### config.mk
export PLATFORM = sky130hd
export DESIGN_NAME = dac_serial_tx
export DESIGN_NICKNAME = d
export VERILOG_FILES = /design/src/rtl/dac_pkg.sv /design/src/rtl/dac_sclk_gen.sv /design/src/rtl/dac_serial_tx.sv
export SDC_FILE = /design/constraint.sdc
export NUM_CORES = 1
export LEC_CHECK = 0
export ABC_AREA = 1
export CAP_MARGIN = 25
export CORE_MARGIN = 10
export CORE_UTILIZATION = 61
export CTS_BUF_LIST = sky130_fd_sc_hd__clkbuf_4 sky130_fd_sc_hd__clkbuf_8
export DETAILED_ROUTE_END_ITERATION = 7
export DONT_BUFFER_PORTS = 1
export PLACE_DENSITY = 0.77
export SYNTH_ARGS = -nofsm -noshare
export SYNTH_HDL_FRONTEND = slang
export SYNTH_SLANG_ARGS = --single-unit
### constraint.sdc
create_clock -name clk -period 5.7 [get_ports clk]
set_clock_uncertainty 0.05 [all_clocks]
set_input_delay 0.855 -clock clk [delete_from_list [all_inputs] [get_ports clk]]
set_output_delay 0.855 -clock clk [all_outputs]
set_load 0.005 [all_outputs]
### src/rtl/dac_pkg.sv
// Shared definitions for the serial DAC transmitter: frame width,
// FSM state encodings and DAC121S101 power-down mode codes.
package dac_pkg;

    // One DAC frame: {2'b00, pd_mode[1:0], sample[11:0]}
    localparam int FRAME_W = 16;

    // Width of the bit index that walks 15..0 across a frame
    localparam int BIT_W = $clog2(FRAME_W);

    typedef enum logic [1:0] {
        S_IDLE  = 2'd0,
        S_SETUP = 2'd1,
        S_SHIFT = 2'd2,
        S_QUIET = 2'd3
    } dac_state_t;

    // Power-down bits carried in frame[13:12]
    localparam logic [1:0] PD_NORMAL = 2'b00;
    localparam logic [1:0] PD_1K     = 2'b01;
    localparam logic [1:0] PD_100K   = 2'b10;
    localparam logic [1:0] PD_HIZ    = 2'b11;

endpackage

### src/rtl/dac_sclk_gen.sv
// Half-period timer for the DAC serial clock. While enabled it counts
// CLK_DIV clk cycles per phase and emits a one-cycle tick on the last
// cycle of each phase, reloading itself at that boundary. While disabled
// it sits preloaded so the first phase after enabling is a full CLK_DIV.
module dac_sclk_gen #(
    parameter int CLK_DIV = 4
) (
    input  logic clk,
    input  logic rst_n,
    input  logic en,
    output logic tick
);

    localparam int CNT_W = $clog2(CLK_DIV + 1);
    localparam logic [CNT_W-1:0] RELOAD  = CNT_W'(CLK_DIV);
    localparam logic [CNT_W-1:0] CNT_ONE = CNT_W'(1);

    logic [CNT_W-1:0] cnt_q;
    logic [CNT_W-1:0] cnt_d;

    // Count down within a phase; reload at the phase boundary or when idle
    always_comb begin
        cnt_d = RELOAD;
        if (en && (cnt_q != CNT_ONE)) begin
            cnt_d = cnt_q - CNT_ONE;
        end
    end

    // Counter register
    always_ff @(posedge clk or negedge rst_n) begin
        if (!rst_n) begin
            cnt_q <= RELOAD;
        end else begin
            cnt_q <= cnt_d;
        end
    end

    assign tick = en && (cnt_q == CNT_ONE);

endmodule

### src/rtl/dac_serial_tx.sv
// Serial DAC transmitter for DAC121S101-style devices (PmodDA2).
// Accepts one sample per valid/ready handshake, frames it as
// {2'b00, mode, data} and shifts it MSB-first on sync/sclk/din.
// sclk idles high; the DAC samples din on sclk falling edges, so din is
// only updated on sclk rising edges.
// Optional build macro DAC_DUAL_CH_EN adds a second channel (data_b,
// mode_b, din_b) shifted bit-aligned with the first, sharing sync/sclk.
module dac_serial_tx
    import dac_pkg::*;
#(
    parameter int CLK_DIV   = 4,
    parameter int QUIET_CYC = 4,
    parameter int DATA_W    = 12
) (
    input  logic              clk,
    input  logic              rst_n,
    input  logic              valid,
    input  logic [DATA_W-1:0] data,
    input  logic [1:0]        mode,
`ifdef DAC_DUAL_CH_EN
    input  logic [DATA_W-1:0] data_b,
    input  logic [1:0]        mode_b,
    output logic              din_b,
`endif
    output logic              ready,
    output logic              busy,
    output logic              done,
    output logic              sync,
    output logic              sclk,
    output logic              din
);

    localparam int QCNT_W = $clog2(QUIET_CYC + 1);
    localparam logic [QCNT_W-1:0] QUIET_LOAD = QCNT_W'(QUIET_CYC);
    localparam logic [QCNT_W-1:0] QCNT_ONE   = QCNT_W'(1);
    localparam logic [QCNT_W-1:0] QCNT_TWO   = QCNT_W'(2);
    localparam logic [BIT_W-1:0]  BIT_MSB    = BIT_W'(FRAME_W - 1);
    localparam logic [BIT_W-1:0]  BIT_ONE    = BIT_W'(1);

    dac_state_t state_q, state_d;

    logic [FRAME_W-1:0] sr_q, sr_d;
    logic [FRAME_W-1:0] frame_a;
    logic [BIT_W-1:0]   bit_q, bit_d;
    logic               half_q, half_d;
    logic [QCNT_W-1:0]  qcnt_q, qcnt_d;

    logic sync_q, sync_d;
    logic sclk_q, sclk_d;
    logic din_q,  din_d;
    logic ready_q, ready_d;
    logic busy_q,  busy_d;
    logic done_q,  done_d;

    logic phase_en;
    logic phase_tick;

`ifdef DAC_DUAL_CH_EN
    logic [FRAME_W-1:0] sr_b_q, sr_b_d;
    logic [FRAME_W-1:0] frame_b;
    logic               din_b_q, din_b_d;

    assign frame_b = FRAME_W'({2'b00, mode_b, data_b});
`endif

    assign frame_a = FRAME_W'({2'b00, mode, data});

    // The phase timer only runs while sclk is being generated
    assign phase_en = (state_q == S_SETUP) || (state_q == S_SHIFT);

    dac_sclk_gen #(
        .CLK_DIV (CLK_DIV)
    ) u_sclk_gen (
        .clk   (clk),
        .rst_n (rst_n),
        .en    (phase_en),
        .tick  (phase_tick)
    );

    // Next-state and registered-output logic for the frame sequencer
    always_comb begin
        state_d = state_q;
        sr_d    = sr_q;
        bit_d   = bit_q;
        half_d  = half_q;
        qcnt_d  = qcnt_q;
        sync_d  = sync_q;
        sclk_d  = sclk_q;
        din_d   = din_q;
        done_d  = 1'b0;
`ifdef DAC_DUAL_CH_EN
        sr_b_d  = sr_b_q;
        din_b_d = din_b_q;
`endif

        case (state_q)
            S_IDLE: begin
                sync_d = 1'b1;
                sclk_d = 1'b1;
                din_d  = 1'b0;
`ifdef DAC_DUAL_CH_EN
                din_b_d = 1'b0;
`endif
                // ready is high exactly in IDLE, so valid alone is an accept
                if (valid) begin
                    state_d = S_SETUP;
                    // MSB goes straight to din; the rest waits in the shifter
                    din_d   = frame_a[FRAME_W-1];
                    sr_d    = {frame_a[FRAME_W-2:0], 1'b0};
                    sync_d  = 1'b0;
                    bit_d   = BIT_MSB;
                    half_d  = 1'b0;
`ifdef DAC_DUAL_CH_EN
                    din_b_d = frame_b[FRAME_W-1];
                    sr_b_d  = {frame_b[FRAME_W-2:0], 1'b0};
`endif
                end
            end

            S_SETUP: begin
                // sync low with sclk high gives the DAC its setup time
                if (phase_tick) begin
                    state_d = S_SHIFT;
                    sclk_d  = 1'b0;
                    half_d  = 1'b0;
                end
            end

            S_SHIFT: begin
                if (phase_tick) begin
                    if (!half_q) begin
                        // Rising edge: present the next bit for the next fall
                        sclk_d = 1'b1;
                        half_d = 1'b1;
                        din_d  = sr_q[FRAME_W-1];
                        sr_d   = {sr_q[FRAME_W-2:0], 1'b0};
`ifdef DAC_DUAL_CH_EN
                        din_b_d = sr_b_q[FRAME_W-1];
                        sr_b_d  = {sr_b_q[FRAME_W-2:0], 1'b0};
`endif
                    end else if (bit_q == '0) begin
                        state_d = S_QUIET;
                        sync_d  = 1'b1;
                        sclk_d  = 1'b1;
                        din_d   = 1'b0;
                        qcnt_d  = QUIET_LOAD;
                        done_d  = (QUIET_CYC == 1);
`ifdef DAC_DUAL_CH_EN
                        din_b_d = 1'b0;
`endif
                    end else begin
                        // Falling edge: start the low half of the next bit
                        bit_d  = bit_q - BIT_ONE;
                        half_d = 1'b0;
                        sclk_d = 1'b0;
                    end
                end
            end

            S_QUIET: begin
                if (qcnt_q == QCNT_ONE) begin
                    state_d = S_IDLE;
                end else begin
                    qcnt_d = qcnt_q - QCNT_ONE;
                    // done lands on the final quiet cycle
                    done_d = (qcnt_q == QCNT_TWO);
                end
            end

            default: begin
                state_d = S_IDLE;
                sync_d  = 1'b1;
                sclk_d  = 1'b1;
                din_d   = 1'b0;
            end
        endcase

        ready_d = (state_d == S_IDLE);
        busy_d  = !ready_d;
    end

    // Control and output registers
    always_ff @(posedge clk or negedge rst_n) begin
        if (!rst_n) begin
            state_q <= S_IDLE;
            bit_q   <= '0;
            half_q  <= 1'b0;
            qcnt_q  <= '0;
            sync_q  <= 1'b1;
            sclk_q  <= 1'b1;
            din_q   <= 1'b0;
            ready_q <= 1'b1;
            busy_q  <= 1'b0;
            done_q  <= 1'b0;
        end else begin
            state_q <= state_d;
            bit_q   <= bit_d;
            half_q  <= half_d;
            qcnt_q  <= qcnt_d;
            sync_q  <= sync_d;
            sclk_q  <= sclk_d;
            din_q   <= din_d;
            ready_q <= ready_d;
            busy_q  <= busy_d;
            done_q  <= done_d;
        end
    end

    // Frame shift register; always reloaded on accept before it is used
    always_ff @(posedge clk) begin
        sr_q <= sr_d;
    end

`ifdef DAC_DUAL_CH_EN
    // Channel B output bit, cleared with the rest of the serial outputs
    always_ff @(posedge clk or negedge rst_n) begin
        if (!rst_n) begin
            din_b_q <= 1'b0;
        end else begin
            din_b_q <= din_b_d;
        end
    end

    // Channel B shift register, latched on the same accept as channel A
    always_ff @(posedge clk) begin
        sr_b_q <= sr_b_d;
    end

    assign din_b = din_b_q;
`endif

    assign ready = ready_q;
    assign busy  = busy_q;
    assign done  = done_q;
    assign sync  = sync_q;
    assign sclk  = sclk_q;
    assign din   = din_q;

endmodule
==> impl_metrics.env <==
export IMPL_core_mm2=0.00276
export IMPL_hold_viol=0
export IMPL_placedCellCount=220
export IMPL_io_pins=23
export IMPL_drc=0
export IMPL_finalWirelength_um=3120
export IMPL_rsz0062_at_grt="no"
export IMPL_timing_rr_start="state_q[0]"
export IMPL_crit_required_ps=5720
export IMPL_drt_pass1_iter_count=4
export IMPL_post_cts_buffers=0
export IMPL_syn_inst=192
export IMPL_fin_area_mm2=0.00183
export IMPL_syn_to_final_growth_pct=4.51
export IMPL_hold_buffers=0
export IMPL_yosys_warnings=0
export IMPL_setup_tns_ps=0
export IMPL_worstReg2RegEnd="sr_q[11]"
export IMPL_crit_path_end_kind="flop"
export IMPL_synth_seq_cells=34
export IMPL_powerDensity_mw_per_mm2=492
export IMPL_grt_pass1_vias=1261
export IMPL_path_clk_slew_ps=100
export IMPL_yosysTopAreaCellShare=0.258
export IMPL_synth_xor_area_share=0.0150
export IMPL_netlist_area_mm2=0.00175
export IMPL_r2r_slack_ps=3240
export IMPL_cts_resized_gates=0
export IMPL_final_core_util=0.663
export IMPL_cts_htree_levels=2
export IMPL_grt_ovfl_total=0
export IMPL_initial_core_util=0.634
export IMPL_antenna_found_initial=0
export IMPL_syn_num_nets=219
export IMPL_pre_cts_slack_ps=3240
export IMPL_muxShareOfSynthArea=0
export IMPL_yosys_area_top_type="edfxtp_1"
export IMPL_drv_cap=0
export IMPL_viasPerCell=5.30
export IMPL_synth_compound_area_frac=0.0558
export IMPL_dpl_cell_area_mm2=0.00177
export IMPL_drtAntennaViolNets=0
export IMPL_hpwl_um=2280
export IMPL_cts_sinks=34
export IMPL_cts_buffers=5
export IMPL_crit_end="sr_q[11]"
export IMPL_finalSetupViolCount=0
export IMPL_insertion_delay_ps=350
export IMPL_synthSimpleGateAreaFrac=0.263
export IMPL_crit_start="state_q[0]"
export IMPL_place_congestion=0.842
export IMPL_synth_top_family_by_area="simple AND/OR/NAND/NOR gates"
export IMPL_hold_class="in -> async"
export IMPL_detail_route_wl_per_cell_um=13.7
export IMPL_tightestPinTransition_ps=798
export IMPL_crit_type="reg -> reg"
export IMPL_fin_crit_ps=2460
export IMPL_fin_cells=228
export IMPL_timing_final_ws_setup_ps=3240
export IMPL_ir_worst_vdd_v=0.000347
export IMPL_drtIter0Drc=65
export IMPL_clk_path_buf_depth=2
export IMPL_worst_r2r_path_depth=7
export IMPL_slew_limit_headroom=0.468
export IMPL_synth_fa_ha_area_frac=0.0715
export IMPL_avgSynthCellArea_um2=9.11
export IMPL_ys_seq_area_frac=0.532
export IMPL_cts_tree="done"
export IMPL_crit_arrival_ps=2480
export IMPL_synth_area_top_cells="edfxtp_1 26%, dfrtp_1 21%, nand2_1 15%, ha_1 7.2%, dfstp_2 6.0%"
export IMPL_cp_max_fo=22
export IMPL_diodes=0
export IMPL_power_leakage_nw=0.901
export IMPL_port_buffers=0
export IMPL_rows=19
export IMPL_drive_gt1_frac=0.162
export IMPL_grt_pass1_wl_um=5530
export IMPL_grt_total_usage=0.133
export IMPL_ys_types=26
export IMPL_nets=223
export IMPL_die_w_um=73.6
export IMPL_grt_max_degree=23
export IMPL_outcome="finished, final reports clean"
export IMPL_critPathLaunchType="flop"
export IMPL_cts_root_buf="clkbuf_4"
export IMPL_period_share=0.431
export IMPL_dieArea_mm2=0.00541
export IMPL_die_h_um=73.6
export IMPL_num_vias=1209
export IMPL_nFillCells=221
export IMPL_slew_violations=0
export IMPL_timing_fmax_mhz=407
## flip-flops by register name, indices dropped and copies added, names as in the netlist
register,flops
u_sclk_gen.cnt_q,3
din,1
qcnt_q,3
sr_q,15
half_q,1
state_q,2
bit_q,4
done,1
busy,1
sclk,1
ready,1
sync,1
## per-stage QoR
| step | hold slack [ps] | power, mW |
|---|---|---|
| 6_report | 132 | 0.899 |
| 5_1_grt | 99.6 | 0.982 |
| 4_1_cts | 118 | 0.909 |
| 3_5_place_dp | 401 | 0.775 |
| 3_3_place_gp | 391 | 0.745 |
| 2_1_floorplan | 379 | 0.695 |
## cells in the final DEF, fill, tap and decap left out
| cell type | synthesis | final |
|---|---|---|
| dfstp_2 | 4 | 4 |
| edfxtp_1 | 15 | 15 |
| xnor2_1 | 1 | 1 |
| a31oi_1 | 1 | 1 |
| nor2_1 | 11 | 11 |
| nand2_2 | 8 | 8 |
| nor2_8 | 1 | 1 |
| o21a_1 | 1 | 1 |
| dfrtp_1 | 15 | 15 |
| a21oi_4 | 1 | 1 |
| nor3_1 | 1 | 1 |
| nor2_2 | 2 | 2 |
| o21ai_1 | 12 | 12 |
| o211ai_1 | 1 | 1 |
| inv_2 | 5 | 5 |
| nand3_4 | 1 | 1 |
| ha_1 | 10 | 10 |
| and3_1 | 1 | 1 |
| nand3b_1 | 1 | 1 |
| xor2_1 | 2 | 2 |
| buf_6 | 1 | 1 |
| nand3_2 | 1 | 1 |
| nand2_1 | 72 | 72 |
| clkinv_2 | 0 | 2 |
| clkbuf_4 | 0 | 6 |
| nand3_1 | 4 | 4 |
| inv_1 | 17 | 17 |
## per-layer routing
| metal | up-vias | track usage | routed length [µm] |
|---|---|---|---|
| met2 | 29 | 0.206 | 1430 |
| li1 | 609 | - | - |
| met1 | 562 | 0.144 | 1360 |
| met4 | 0 | 0.0683 | 85 |
| met5 | - | 0 | 0 |
| met3 | 9 | 0.0700 | 248 |
## how the worst min path moves through the flow
| stage | from | to |
|---|---|---|
| after floorplan | u_sclk_gen.cnt_q[0] | u_sclk_gen.cnt_q[0] |
| after global placement | u_sclk_gen.cnt_q[0] | u_sclk_gen.cnt_q[0] |
| after detailed placement | u_sclk_gen.cnt_q[0] | u_sclk_gen.cnt_q[0] |
| after CTS | rst_n | din |
| after global routing | rst_n | din |
| final | rst_n | din |
## kinds of logic (layout without fill, tap and decap cells)
| group | count (synthesis) | after routing |
|---|---|---|
| simple gates | 103 | 103 |
| flops | 34 | 34 |
| buf+inv | 26 | 31 |
| compound gates | 16 | 16 |
| fa+ha+maj | 10 | 10 |
| xor+xnor | 3 | 3 |
## where the power goes
part	total (mW)	internal, mW	leakage [nW]	switching [mW]
clock	0.131	0.0516	0.0354	0.0793
combinational	0.335	0.124	0.501	0.211
sequential	0.433	0.380	0.365	0.0530
total	0.899	0.556	0.901	0.343
## synth_stat cells
library cell / number
xor2_1: 2
nand3_4: 1
nor2_8: 1
ha_1: 10
nand2_1: 72
a21oi_4: 1
nand2_2: 8
nand3_2: 1
and3_1: 1
dfrtp_1: 15
buf_6: 1
o211ai_1: 1
xnor2_1: 1
nand3_1: 4
nand3b_1: 1
nor2_1: 11
buf_2: 3
o21ai_1: 12
inv_2: 5
dfstp_2: 4
inv_1: 17
o21a_1: 1
a31oi_1: 1
nor2_2: 2
edfxtp_1: 15
nor3_1: 1
## critical path, cell delays in order (launching register included)
cell	delay (ps)
dfrtp_1	430
inv_1	100
ha_1	680
nor2_1	170
inv_2	140
nand3_4	120
nor2_1	280
buf_6	220
## final cells by class
cell class,count,area [µm²],share of cell area
Tap cell,31,38.8,0.0212
Sequential cell,34,931,0.509
Multi-Input combinational cell,132,709,0.388
Clock inverter,2,10.0,0.00548
Timing Repair Buffer,1,11.3,0.00616
Clock buffer,6,45.0,0.0246
Inverter,22,82.6,0.0452
(Power assumes the default switching activity.)
